===== config.mk =====
export PLATFORM = sky130hd
export DESIGN_NAME = dmem_ctrl
export DESIGN_NICKNAME = d
export VERILOG_FILES = /design/src/rtl/dmem_ctrl.sv
export SDC_FILE = /design/constraint.sdc
export NUM_CORES = 1
export LEC_CHECK = 0
export CORE_AREA = 2 2 118 120
export CTS_CLUSTER_DIAMETER = 30
export DETAILED_ROUTE_END_ITERATION = 10
export DIE_AREA = 0 0 120 122
export PLACE_DENSITY = 0.75
export RECOVER_POWER = 50
export REMOVE_ABC_BUFFERS = 1
export SETUP_SLACK_MARGIN = 0.02
export SLEW_MARGIN = 15
export SYNTH_ARGS = -nofsm -noshare
export SYNTH_HDL_FRONTEND = slang
export SYNTH_SLANG_ARGS = --single-unit

===== constraint.sdc =====
create_clock -name clk_i -period 2.41 [get_ports clk_i]
set_input_delay 0.482 -clock clk_i [delete_from_list [all_inputs] [get_ports clk_i]]
set_output_delay 0.482 -clock clk_i [all_outputs]
set_load 0.03 [all_outputs]

===== src/rtl/dmem_ctrl.sv =====
// dmem_ctrl: data-RAM port controller, core/secondary arbitration and read-modify-write for partial stores.
// Define DMEM_ARB_RR_EN for round-robin arbitration; fixed core priority otherwise.
module dmem_ctrl #(
  parameter int ADDR_W = 32,
  parameter int DATA_W = 32
) (
  input  logic              clk_i,
  input  logic              rst_n_i,
  input  logic              c_req_i,
  input  logic              c_we_i,
  input  logic [ADDR_W-1:0] c_addr_i,
  input  logic [DATA_W-1:0] c_wdata_i,
  input  logic [3:0]        c_be_i,
  output logic              c_gnt_o,
  output logic              c_done_o,
  output logic [DATA_W-1:0] c_rdata_o,
  input  logic              d_req_i,
  input  logic              d_we_i,
  input  logic [ADDR_W-1:0] d_addr_i,
  input  logic [DATA_W-1:0] d_wdata_i,
  input  logic [3:0]        d_be_i,
  output logic              d_gnt_o,
  output logic              d_done_o,
  output logic [DATA_W-1:0] d_rdata_o,
  output logic [ADDR_W-1:0] ram_addr_o,
  output logic              ram_re_o,
  output logic              ram_we_o,
  output logic [DATA_W-1:0] ram_wdata_o,
  input  logic [DATA_W-1:0] ram_rdata_i,
  output logic              stall_o
);
  typedef enum logic [1:0] {IDLE, RD, RMW, ACK} state_t;
  localparam logic [ADDR_W-1:0] AMASK = {{(ADDR_W-2){1'b1}}, 2'b00};
  state_t            state_q, state_d;
  logic              owner_q;
  logic [ADDR_W-1:0] addr_q;
  logic [DATA_W-1:0] wdata_q;
  logic [3:0]        be_q;
  logic              rq_c, rq_d, pick_d, gnt, full, part, done, wr_full;
  logic              s_we;
  logic [ADDR_W-1:0] s_addr;
  logic [DATA_W-1:0] s_wdata, lane_m, merged;
  logic [3:0]        s_be;
  assign rq_c = c_req_i & rst_n_i;
  assign rq_d = d_req_i & rst_n_i;
`ifdef DMEM_ARB_RR_EN
  logic last_c_q;
  assign pick_d = rq_d & (~rq_c | last_c_q);
  always_ff @(posedge clk_i or negedge rst_n_i)
    if (!rst_n_i) last_c_q <= 1'b0;
    else if (gnt) last_c_q <= ~pick_d;
`else
  assign pick_d = rq_d & ~rq_c;
`endif
  assign s_we    = pick_d ? d_we_i    : c_we_i;
  assign s_addr  = pick_d ? d_addr_i  : c_addr_i;
  assign s_wdata = pick_d ? d_wdata_i : c_wdata_i;
  assign s_be    = pick_d ? d_be_i    : c_be_i;
  assign full    = s_be == 4'hF;
  assign part    = s_be != 4'h0 && !full;
  assign lane_m  = {{8{be_q[3]}}, {8{be_q[2]}}, {8{be_q[1]}}, {8{be_q[0]}}};
  assign merged  = (wdata_q & lane_m) | (ram_rdata_i & ~lane_m);
  always_ff @(posedge clk_i or negedge rst_n_i)
    if (!rst_n_i) begin
      state_q <= IDLE;
      owner_q <= 1'b0;
      addr_q  <= '0;
      wdata_q <= '0;
      be_q    <= '0;
    end else begin
      state_q <= state_d;
      if (gnt) begin
        owner_q <= pick_d;
        addr_q  <= s_addr;
        wdata_q <= s_wdata;
        be_q    <= s_be;
      end
    end
  always_comb begin
    gnt         = state_q == IDLE && (rq_c || rq_d);
    done        = state_q == RD || state_q == ACK;
    wr_full     = gnt && s_we && full;
    state_d     = gnt ? (!s_we ? RD : part ? RMW : ACK) : state_q == RMW ? ACK : IDLE;
    c_gnt_o     = gnt && !pick_d;
    d_gnt_o     = gnt && pick_d;
    c_done_o    = done && !owner_q;
    d_done_o    = done && owner_q;
    c_rdata_o   = state_q == RD && !owner_q ? ram_rdata_i : '0;
    d_rdata_o   = state_q == RD && owner_q ? ram_rdata_i : '0;
    ram_re_o    = gnt && (!s_we || part);
    ram_we_o    = rst_n_i && (wr_full || state_q == RMW);
    ram_addr_o  = state_q == RMW ? addr_q & AMASK : (ram_re_o || wr_full) ? s_addr & AMASK : '0;
    ram_wdata_o = state_q == RMW ? merged : wr_full ? s_wdata : '0;
    stall_o     = c_req_i && !c_done_o;
  end
endmodule


After elaboration in Yosys (flattened, before gate mapping)
Cells that the tools add are included.

storage, ports and cells
  register bits = 71
  input port bits = 174
  output and inout bits = 135
  logic and storage cells = 56

operators by class
  equal/unequal tests = 4
  multiplexer cells = 14
  bitwise gates (word level) = 8
  reductions and logical operators = 25

operators by type and width
  kind                number
  $mux 32             8
  $and 32x32->32      2
  $not 32->32         1
  $or 32x32->32       1
  $logic_and 1x1->1   13
  $mux 2              3
  $logic_not 1->1     5
  $logic_or 1x1->1    5
  $eq 2x2->1 const B  2
  $eq 4x4->1 const B  1
  $mux 4              1
  $reduce_bool 4->1   1
  $and 1x1->1         3
  $eq 2x1->1 const B  1
  $logic_not 2->1     1
  $mux 1              2
  $not 1->1           1

Logic depth before layout (Yosys ltp)
  depth after elaboration = 12
  gate-level depth with buffers = 6
  mapped depth without buffers = 4

Worst setup path before layout
Ideal clock, no wire load.

  kind = input-to-output
  start = input port rst_n_i
  end = output port ram_we_o
  arrival time = 1.880 ns
  data required time = 1.928 ns
  path slack = 0.048 ns
  cell stages on the path = 4
  buffers on the path = 0
  path through = nor3b_2 -> a21boi_0 -> o21ai_2 -> a21boi_0

on the way
  cells in the longest elaborated chain, start to end = 8
  elaborated cells between the ends (all ways) = 13
  classes of those cells = eq/ne (1); mux (2); bitwise (4); reduce/logical (6)

ends and longest elaborated chain
  element                                          line    RTL
  start: declaration                               8       input logic rst_n_i,
  $and 1x1->1                                      44      assign rq_c = c_req_i & rst_n_i;
  $not 1->1                                        53      assign pick_d = rq_d & ~rq_c;
  $and 1x1->1                                      53
  $mux 4 or $mux 1 (tied branches)                 58, 55
  $eq 4x4->1 or $logic_and 1x1->1 (tied branches)  59, 82
  $logic_and 1x1->1                                82      wr_full = gnt && s_we && full;
  $logic_or 1x1->1                                 91      ram_we_o = rst_n_i && (wr_full || state_q == RMW);
  $logic_and 1x1->1 *                              91
  end: declaration                                 27      output logic ram_we_o,

Mark *: on every way between the ends. The rest lies on a longest branch, timed or not.

Worst setup path after layout
  start = input port c_be_i[2]
  end = output port ram_addr_o[3]

on the way
  cells in the longest elaborated chain, start to end = 9
  elaborated cells between the ends (all ways) = 11
  classes of those cells = eq/ne (1); mux (3); reduce/logical (7)

ends and longest elaborated chain
  element                 line  RTL
  start: declaration      13    input logic [3:0] c_be_i,
  $mux 4 *                58    assign s_be = pick_d ? d_be_i : c_be_i;
  $eq 4x4->1              59    assign full = s_be == 4'hF;
  $logic_not 1->1         60    assign part = s_be != 4'h0 && !full;
  $logic_and 1x1->1       60
  $logic_or 1x1->1        90    ram_re_o = gnt && (!s_we || part);
  $logic_and 1x1->1       90
  $logic_or 1x1->1 *      92    ram_addr_o = state_q == RMW ? addr_q & AMASK : (ram_re_o || wr_full) ? s_addr & AMASK : '0;
  $mux 32 * (2 in a row)  92
  end: declaration        25    output logic [ADDR_W-1:0] ram_addr_o,

Marks and branches as above.

==> results by group <==
Run status
  • Status: finished with violations
  • Failing checks: max-capacitance violations, max-slew violations, negative setup slack

Setup path
  • Req. time, crit path: 1930 ps
  • CP Launch Type: primary input
  • CP Capture Type: primary output
  • Worst Setup EP: ram_addr_o[3]
  • CP max stage cell: a311o_2
  • FF-to-FF End: wdata_q[28]
  • Worst path cell trace: clkdlybuf4s15_1, nor4_4, buf_4, and3_1, a311o_2, clkbuf_16, o21ai_2, buf_6
  • Worst path max stage delay: 420 ps
  • CP arrival: about 2100 ps
  • CP delay by family, top: buffers and inverters
  • CP Depth: 8
  • Critical path origin: c_be_i[2]
  • Reg2Reg Setup Slack: 680 ps
  • CP Max Fanout: 13
  • Reg2reg start: state_q[1]
  • Critical path class: primary input to primary output
  • Reg2Reg Depth: 7
  • CP bufs+invs: 4

Global routing
  • Total GRT Usage: 23.2%
  • Largest net degree at the start of global routing: 134
  • Total grt overflow: 0
  • Vias in the first global route: roughly 5300
  • Initial antenna violation count: 2
  • First-pass GRT wire length: 27200 µm

Floorplan
  • # IOs: between 300 and 400
  • Initial Util: roughly a third
  • Core Area: 13500 µm²
  • Die height: 122 µm
  • Die area: 14600 µm²
  • Die X: 120 µm
  • Rows: 43

Drt
  • DRC violations left: 0
  • Antenna-violating nets left: 0
  • Total iterations of the first detailed-routing run: 6
  • Routed wire length: 17900 µm
  • Via density: 5.00
  • Initial DRC count: 235
  • Vias after detailed routing: about 5200
  • DR WL/cell: 17.2 µm

Yosys
  • Avg Cell Area, Syn: 8.53 µm²
  • Yosys warns: 0
  • Post-Syn Area: between 4000 and 5000 µm²
  • Top cells by area, synth: dfrtp_1, mux2i_1, and2_1
  • Share of the synthesized area in the top cell type: a little under two fifths
  • Sequential fraction of the synthesis area: 37.5%
  • Post-synthesis sequential element count: 69
  • Post-Synthesis Cells: 540
  • Synth unique cells: 29
  • Cell taking the most area after synthesis: dfrtp_1

STA
  • Final period util: 106%
  • Min Tclk post-route: 2540 ps
  • Final worst setup slack: -134 ps
  • Slew margin rel.: -10.2%
  • Fin. Hold Viols: 0
  • Fmax: 393 MHz
  • Setup-failing EPs final: 63
  • Actual slew at the worst max-slew pin: 1650 ps
  • RSZ-0062 raised after global routing: true
  • Fin. max-slew vios: 67
  • Worst Skew: 6.70 ps

Placed design
  • Post-DP HPWL: 13000 µm
  • # port buffers: 302
  • Routability Congestion: slightly above 0.8
  • Placed Area: a little under 8000 µm²

Finish
  • P&R area growth vs syn: 95.3%
  • Final nets: a little over 1000
  • Share of cells above drive strength 1: 30.6%
  • Final instance area: 8990 µm²

Power
  • Max VDD drop: 605 µV
  • Total leakage power: 4.16 nW
  • Final Power: around 8.7 mW
  • Power Density: 972 nW/µm²

CTS
  • Clock Tree Buf Depth: 2
  • Root Driver: clkbuf_16
  • TritonCTS clock tree: yes
  • Reg clk slew, reported paths: roughly 50 ps
  • Worst skew pair latency: 320 ps
  • Htree depth: 3
  • Clock buffer count from CTS: 9
  • Clock sink count: between 60 and 70

Run
  • Max-cap violations: 1

Hold path
  • Hold Path Class: flip-flop to flip-flop
## worst reg2reg max path, delay by kind of cell, from the launching register on
family | cells | cell delay (ps)
buffers and inverters | 3 | 500
AND/OR/NAND/NOR | 2 | 460
AO/OA/AOI/OAI | 2 | 200
flip-flops | 1 | 430
## report_power, final
part | leakage (nW) | switching (mW) | internal [mW]
combinational | 3.16 | 2.98 | 2.27
sequential | 0.854 | 0.439 | 1.71
clock | 0.152 | 0.466 | 0.884
total | 4.16 | 3.88 | 4.86
## routing by layer
metal	wire length, µm	up-vias	GRT usage (%)
met5	0	-	0
met2	9450	213	42.2
met4	293	0	6.47
li1	-	2512	-
met1	6900	2468	26.8
met3	1290	18	6.13
## cell families (layout without fill, tap and decap cells)
family                 after synthesis  count (layout)  share of synthesized area [%]
buffers and inverters               49             368                           4.81
AO/OA/AOI/OAI                      137             137                           16.3
AND/OR/NAND/NOR                    185             185                           19.8
other                                1               4                         0.0814
flip-flops                          69              69                           37.5
multiplexers                        99              99                           21.5
## cell type report
| class | instances | area, µm² |
|---|---|---|
| fillers | 1068 | 4510 |
| repair buffers | 351 | 3410 |
| multi-input cells | 423 | 3310 |
| flip-flops and latches | 69 | 1730 |
| clock buffers | 13 | 270 |
| well taps | 180 | 225 |
| clock inverters | 3 | 42.5 |
| diodes | 2 | 5.00 |
| inverters | 1 | 3.75 |
## cell usage after synthesis
cell	n
nor2b_1	2
and3_1	1
nand2b_1	3
nor2_1	4
a21oi_1	1
buf_4	7
a311o_1	1
nor3b_2	1
a21boi_0	2
clkbuf_1	28
a22oi_1	1
buf_1	4
o21ai_0	66
and2_1	67
nand4_1	2
nor4_1	2
nor3_1	1
and3b_1	1
dfrtp_1	69
o21ai_1	30
o22ai_1	33
nand2_1	99
nand3b_1	2
buf_2	9
conb_1	1
inv_1	1
o21ba_2	1
o21ai_2	2
mux2i_1	99
## metrics by stage
step	setup TNS [ps]	hold WS (ps)	std cells	worst slack, ps	utilization [%]
4_1_cts	-5830	483	1034	-132	62.9
5_1_grt	-9940	510	1042	-207	66.6
3_3_place_gp	-22820	292	1012	-436	57.2
3_5_place_dp	-26060	293	1012	-511	57.2
6_report	-4570	477	1042	-134	66.6
2_1_floorplan	-260990	186	493	-2860	-
## worst min path at each step
stage,from,end,cells past startpoint
6_report,wdata_q[19],wdata_q[19],2
5_1_grt,wdata_q[21],wdata_q[21],2
4_1_cts,addr_q[22],addr_q[22],2
3_5_place_dp,rst_n_i,owner_q,1
3_3_place_gp,rst_n_i,owner_q,1
2_1_floorplan,rst_n_i,addr_q[10],0
## flip-flops by register name, summed over array words and instances (netlist names)
register / cells
state_q: 2
addr_q: 30
wdata_q: 32
be_q: 4
owner_q: 1
## layout by cell type (no fill, tap or decap), drive strengths merged, types with 3 or more instances in the layout
cell type,count
buf,161
clkdlybuf4s50,160
nand2,99
mux2i,99
o21ai,98
dfrtp,69
and2,67
o22ai,33
dlygate4sd2,20
clkbuf,17
clkdlybuf4s15,5
nor2,4
nand2b,3
## repair_timing
| action | CTS | global route |
|---|---|---|
| resized for setup | 116 | 90 |
| setup buffers | 4 | 4 |
| endpoints found under the hold margin | 3 | 0 |
| endpoints found under the setup margin | 105 | 88 |
| cloned | 1 | 2 |
| pin swaps | 19 | 12 |
| hold buffers | 1 | 0 |
No activity file was read; power rests on OpenSTA's default activity.
